$ cat src/rtl/microcode_loader.sv
// microcode_loader: writer side of the control store.
// Takes a byte stream over valid/ready, packs little-endian 32-bit control
// words, writes them to consecutive store addresses and closes the load with
// a checksum byte. ctrl_disable holds the control-word bus off while loading.
module microcode_loader #(
    parameter int ADDR_W = 17,
    parameter int CNT_W  = 18
) (
    input  logic              clk,
    input  logic              rst,
    input  logic              start,
    input  logic [ADDR_W-1:0] base_addr,
    input  logic [CNT_W-1:0]  word_count,
    input  logic [7:0]        in_data,
    input  logic              in_valid,
    output logic              in_ready,
    output logic [ADDR_W-1:0] mem_addr,
    output logic [31:0]       mem_data,
    output logic              mem_we,
    output logic              ctrl_disable,
    output logic              busy,
    output logic              done,
    output logic              error,
    output logic [7:0]        checksum
);

    typedef enum logic [2:0] {
        S_IDLE   = 3'd0,
        S_LOAD   = 3'd1,
        S_WRITE  = 3'd2,
        S_CHECK  = 3'd3,
        S_FINISH = 3'd4
    } state_t;

    state_t              state;
    logic [ADDR_W-1:0]   addr;
    logic [CNT_W-1:0]    remaining;
    logic [1:0]          idx;
    logic [23:0]         lanes;
    logic                accept_s;

    // Mod-256 accumulation used for both the running sum and the final check.
    function automatic logic [7:0] sum8(input logic [7:0] a, input logic [7:0] b);
        return a + b;
    endfunction

    // A byte transfers on any edge where the handshake completes.
    assign accept_s = in_valid & in_ready;

    // Load sequencer: state, datapath and all registered outputs.
    always_ff @(posedge clk) begin
        if (rst) begin
            state        <= S_IDLE;
            addr         <= {ADDR_W{1'b0}};
            remaining    <= {CNT_W{1'b0}};
            idx          <= 2'd0;
            lanes        <= 24'd0;
            in_ready     <= 1'b0;
            mem_addr     <= {ADDR_W{1'b0}};
            mem_data     <= 32'd0;
            mem_we       <= 1'b0;
            ctrl_disable <= 1'b0;
            busy         <= 1'b0;
            done         <= 1'b0;
            error        <= 1'b0;
            checksum     <= 8'd0;
        end else begin
            // Strobes are single-cycle unless re-asserted below.
            mem_we <= 1'b0;
            done   <= 1'b0;
            case (state)
                S_IDLE: begin
                    if (start) begin
                        addr         <= base_addr;
                        remaining    <= word_count;
                        checksum     <= 8'd0;
                        error        <= 1'b0;
                        idx          <= 2'd0;
                        busy         <= 1'b1;
                        ctrl_disable <= 1'b1;
                        in_ready     <= 1'b1;
                        if (word_count == {CNT_W{1'b0}}) begin
                            state <= S_CHECK;
                        end else begin
                            state <= S_LOAD;
                        end
                    end
                end
                S_LOAD: begin
                    if (accept_s) begin
                        checksum <= sum8(checksum, in_data);
                        idx      <= idx + 2'd1;
                        case (idx)
                            2'd0: lanes[7:0]   <= in_data;
                            2'd1: lanes[15:8]  <= in_data;
                            2'd2: lanes[23:16] <= in_data;
                            default: begin
                                // Fourth byte completes the word: issue the write.
                                mem_we   <= 1'b1;
                                mem_addr <= addr;
                                mem_data <= {in_data, lanes};
                                in_ready <= 1'b0;
                                state    <= S_WRITE;
                            end
                        endcase
                    end
                end
                S_WRITE: begin
                    // Address wraps naturally at 2^ADDR_W.
                    addr      <= addr + ADDR_W'(1);
                    remaining <= remaining - CNT_W'(1);
                    in_ready  <= 1'b1;
                    if (remaining == CNT_W'(1)) begin
                        state <= S_CHECK;
                    end else begin
                        state <= S_LOAD;
                    end
                end
                S_CHECK: begin
                    if (accept_s) begin
                        // Checksum byte is compared, never accumulated.
                        error    <= (sum8(checksum, in_data) != 8'd0);
                        done     <= 1'b1;
                        in_ready <= 1'b0;
                        state    <= S_FINISH;
                    end
                end
                S_FINISH: begin
                    busy         <= 1'b0;
                    ctrl_disable <= 1'b0;
                    in_ready     <= 1'b0;
                    state        <= S_IDLE;
                end
                default: begin
                    busy         <= 1'b0;
                    ctrl_disable <= 1'b0;
                    in_ready     <= 1'b0;
                    state        <= S_IDLE;
                end
            endcase
        end
    end

endmodule

$ cat config.mk
export PLATFORM = sky130hd
export DESIGN_NAME = microcode_loader
export DESIGN_NICKNAME = d
export VERILOG_FILES = /design/src/rtl/microcode_loader.sv
export SDC_FILE = /design/constraint.sdc
export NUM_CORES = 1
export LEC_CHECK = 0
export ABC_AREA = 1
export CORE_UTILIZATION = 30
export DETAILED_ROUTE_END_ITERATION = 10
export HOLD_SLACK_MARGIN = 0.08
export PLACE_DENSITY_LB_ADDON = 0.3
export SLEW_MARGIN = 0
export SYNTH_ARGS = -nofsm -noshare
export SYNTH_HDL_FRONTEND = slang
export SYNTH_SLANG_ARGS = --single-unit
$ cat constraint.sdc
create_clock -name clk -period 2.4 [get_ports clk]
set_input_delay 0.48 -clock clk [delete_from_list [all_inputs] [get_ports clk]]
set_output_delay 0.48 -clock clk [all_outputs]
set_load 0.02 [all_outputs]
==> impl_metrics.json <==
{
  "layout_min_cycle_time_ps": 2210,
  "fillers": 2099,
  "max_stage_delay_ps": 470,
  "start_util_pct": 30.8,
  "min_path_type": "flop to flop",
  "final-seq-area_um2": 2500,
  "grt_usage_pct": 16.9,
  "synth_nets": 908,
  "cts_setup_buffers": 0,
  "grt_overflow_total": 0,
  "final_nets": 1011,
  "syn_area_um2": 6030,
  "grt_pass1_wl_um": 27300,
  "io_buffer_count": 109,
  "crit_slowest_cell": "clkdlybuf4s50_1",
  "worstSkewPairLatency_ps": 420,
  "max_cap_violations": 0,
  "slew_headroom_pct": 62.7,
  "fin_worst_skew_ps": 6.84,
  "synth_top_flop_cell": "dfxtp_1",
  "path_clk_slew_ps": 60,
  "rsz0062_at_grt": "no",
  "holdBufCountCts": 0,
  "synth_seq_cells": 125,
  "worst-path-max-fanout": 2,
  "rows": 51,
  "insertedDiodeCount": 0,
  "powerDensity_nw_per_um2": 717,
  "p_leak_nw": 2.94,
  "crit_path_end_kind": "flop",
  "finalWirelength_um": 16800,
  "path_common_cell": "nor2_1",
  "gp_congestion": 0.866,
  "required_ps": 2680,
  "fin_crit_sh_pct": 92.1,
  "viasPerCell": 4.78,
  "grt_antenna_before_repair": 0,
  "cts.path.max_buffers": 2,
  "root_buffer": "clkbuf_16",
  "worst_slew_pin_slew_ps": 560,
  "h-tree-depth": 4,
  "dpl.hpwl_um": 11900,
  "drtIter0Drc": 311,
  "grt_max_degree": 113,
  "finalPower_mw": 5.74,
  "cts_inserted_buffers": 17,
  "vdd_drop_max_uv": 619,
  "detail-route-antenna-nets": 0,
  "avgRoutedWirePerCell_um": 13.7,
  "synth-edff-count": 0,
  "finalMaxSlewViolations": 0,
  "core_area_um2": 19600,
  "fp.dieArea_um2": 20700,
  "yosys_warnings": 0,
  "worstPathArrival_ps": 2490,
  "drive_above_1_share_pct": 8.11,
  "synth_cell_type_count": 39,
  "report.final.hold_viol_count": 0,
  "synthArstFlopShare_pct": 0,
  "drc": 0,
  "drtPass1Iterations": 4,
  "multiInputGateArea_um2": 3000,
  "ioPinCount": 110,
  "tns_ps": 0,
  "start_kind": "input port",
  "die_h_um": 144,
  "synth-seq-area-share_pct": 41.5,
  "cts_tree": "done",
  "clock_sinks": 125,
  "num_vias": 5865,
  "setup_viol": 0,
  "cts_resized": 0,
  "fmax_ghz": 0.453,
  "area.growth.synth_to_final_pct": 32.7,
  "synthCells": 846,
  "crit_type": "input port to flop",
  "cp_cell_sequence": "clkdlybuf4s50_1 -> ha_1 -> fa_1 -> or2_2 -> nor2_1 -> nand3_1 -> nor2_1 -> nand4_1 -> nand2_1 -> a21oi_1",
  "syn_avg_cell_area_um2": 7.13,
  "grt_pass1_vias": 5421,
  "die_w_um": 144,
  "outcome": "finished, final reports clean"
}
## cell type report
class | count | share of cell area, %
clock buffers | 19 | 5.66
inverters | 68 | 3.19
multi-input cells | 603 | 37.4
repair buffers | 134 | 16.3
clock inverters | 13 | 2.05
well taps | 265 | 4.14
flip-flops and latches | 125 | 31.3
## Yosys cell counts (3+ instances only)
cell | instances | share of area [%]
nand2_1 | 207 | 13
dfxtp_1 | 125 | 41
nand3_1 | 119 | 9.9
a21oi_1 | 114 | 9.5
inv_1 | 64 | 4.0
nor2_1 | 46 | 2.9
clkbuf_1 | 28 | 1.7
o21ai_0 | 20 | 1.7
ha_1 | 14 | 2.9
nand4_1 | 12 | 1.2
o211ai_1 | 10 | 1.2
buf_2 | 9 | 0.75
buf_6 | 8 | 1.5
a31oi_1 | 7 | 0.73
nor2_2 | 7 | 0.73
nor3_1 | 5 | 0.41
o21a_1 | 5 | 0.62
xor2_1 | 5 | 0.73
buf_4 | 4 | 0.50
o22ai_1 | 4 | 0.41
a211oi_1 | 3 | 0.37
inv_2 | 3 | 0.19
nand2_2 | 3 | 0.31
o221ai_1 | 3 | 0.44
## final timing paths
| path | from | to | slack [ps] | depth (start not counted) |
|---|---|---|---|---|
| setup / recovery | in_data[0] | error | 190 | 10 |
| hold / removal | mem_data[3] | mem_data[3] | 460 | 2 |
| setup reg to reg | checksum[0] | error | 350 | 9 |
| hold reg to reg | mem_data[3] | mem_data[3] | 460 | 2 |
## worst max-delay path, delay by kind of cell
family / cells / cell delay, ps
buffers and inverters: 1 / 470
AND/OR/NAND/NOR: 6 / 780
adder cells (fa/ha/maj): 2 / 700
AO/OA/AOI/OAI: 1 / 50
## layer usage
layer  GRT usage (%)  wire, um  share of wire, %  up-vias
met2            26.4      7640                45      159
met5               0         0                 0        -
li1                -         -                 -     3035
met4            5.94       208               1.2        0
met3            3.40       796               4.7       18
met1            23.0      8160                49     2653
## placed cells by master, fill, tap and decap left out, types with 7 or more instances in the layout
| cell type | instances |
|---|---|
| dfxtp_1 | 125 |
| nand3_1 | 119 |
| a31oi_1 | 7 |
| nor2_1 | 46 |
| clkdlybuf4s50_1 | 108 |
| buf_4 | 24 |
| nand2_1 | 207 |
| clkbuf_16 | 17 |
| o211ai_1 | 10 |
| inv_1 | 64 |
| nand4_1 | 12 |
| a21oi_1 | 114 |
| o21ai_0 | 20 |
| ha_1 | 14 |
| nor2_2 | 7 |
## cells by family after synthesis
group,count (synthesis),synth area share [%]
AOI/OAI and AO/OA,172,15.8
xor gates and xnor gates,7,1.02
buffers and inverters,118,8.80
adders and majority gates,15,3.24
and+or+nand+nor,409,29.7
DFF,125,41.5
## per-stage QoR
| stage | area (um2) | setup WS [ps] | hold slack (ps) | cells | utilization [%] |
|---|---|---|---|---|---|
| 2_1_floorplan | 6030 | 415 | 442 | 846 | - |
| 3_3_place_gp | 7390 | -197 | 448 | 1195 | 37.7 |
| 3_5_place_dp | 7390 | -213 | 453 | 1195 | 37.7 |
| 4_1_cts | 8010 | 199 | 461 | 1227 | 40.9 |
| 5_1_grt | 8010 | 68.6 | 472 | 1227 | 40.9 |
| 6_report | 8010 | 191 | 458 | 1227 | 40.9 |
## flip-flops by register name, summed over array words and instances, names as in the netlist
register and flops:
checksum 8, mem_we 1, lanes 24, mem_addr 17, addr 17, error 1, busy 1, remaining 18
state 3, done 1, mem_data 32, idx 2
## report_power, final
group / switching, mW / internal (mW) / total (mW)
logic: 0.498 / 0.319 / 0.817
clock network: 0.982 / 1.69 / 2.67
registers: 0.0884 / 2.16 / 2.25
total: 1.57 / 4.17 / 5.74
Power figures use the tool's default switching activity.
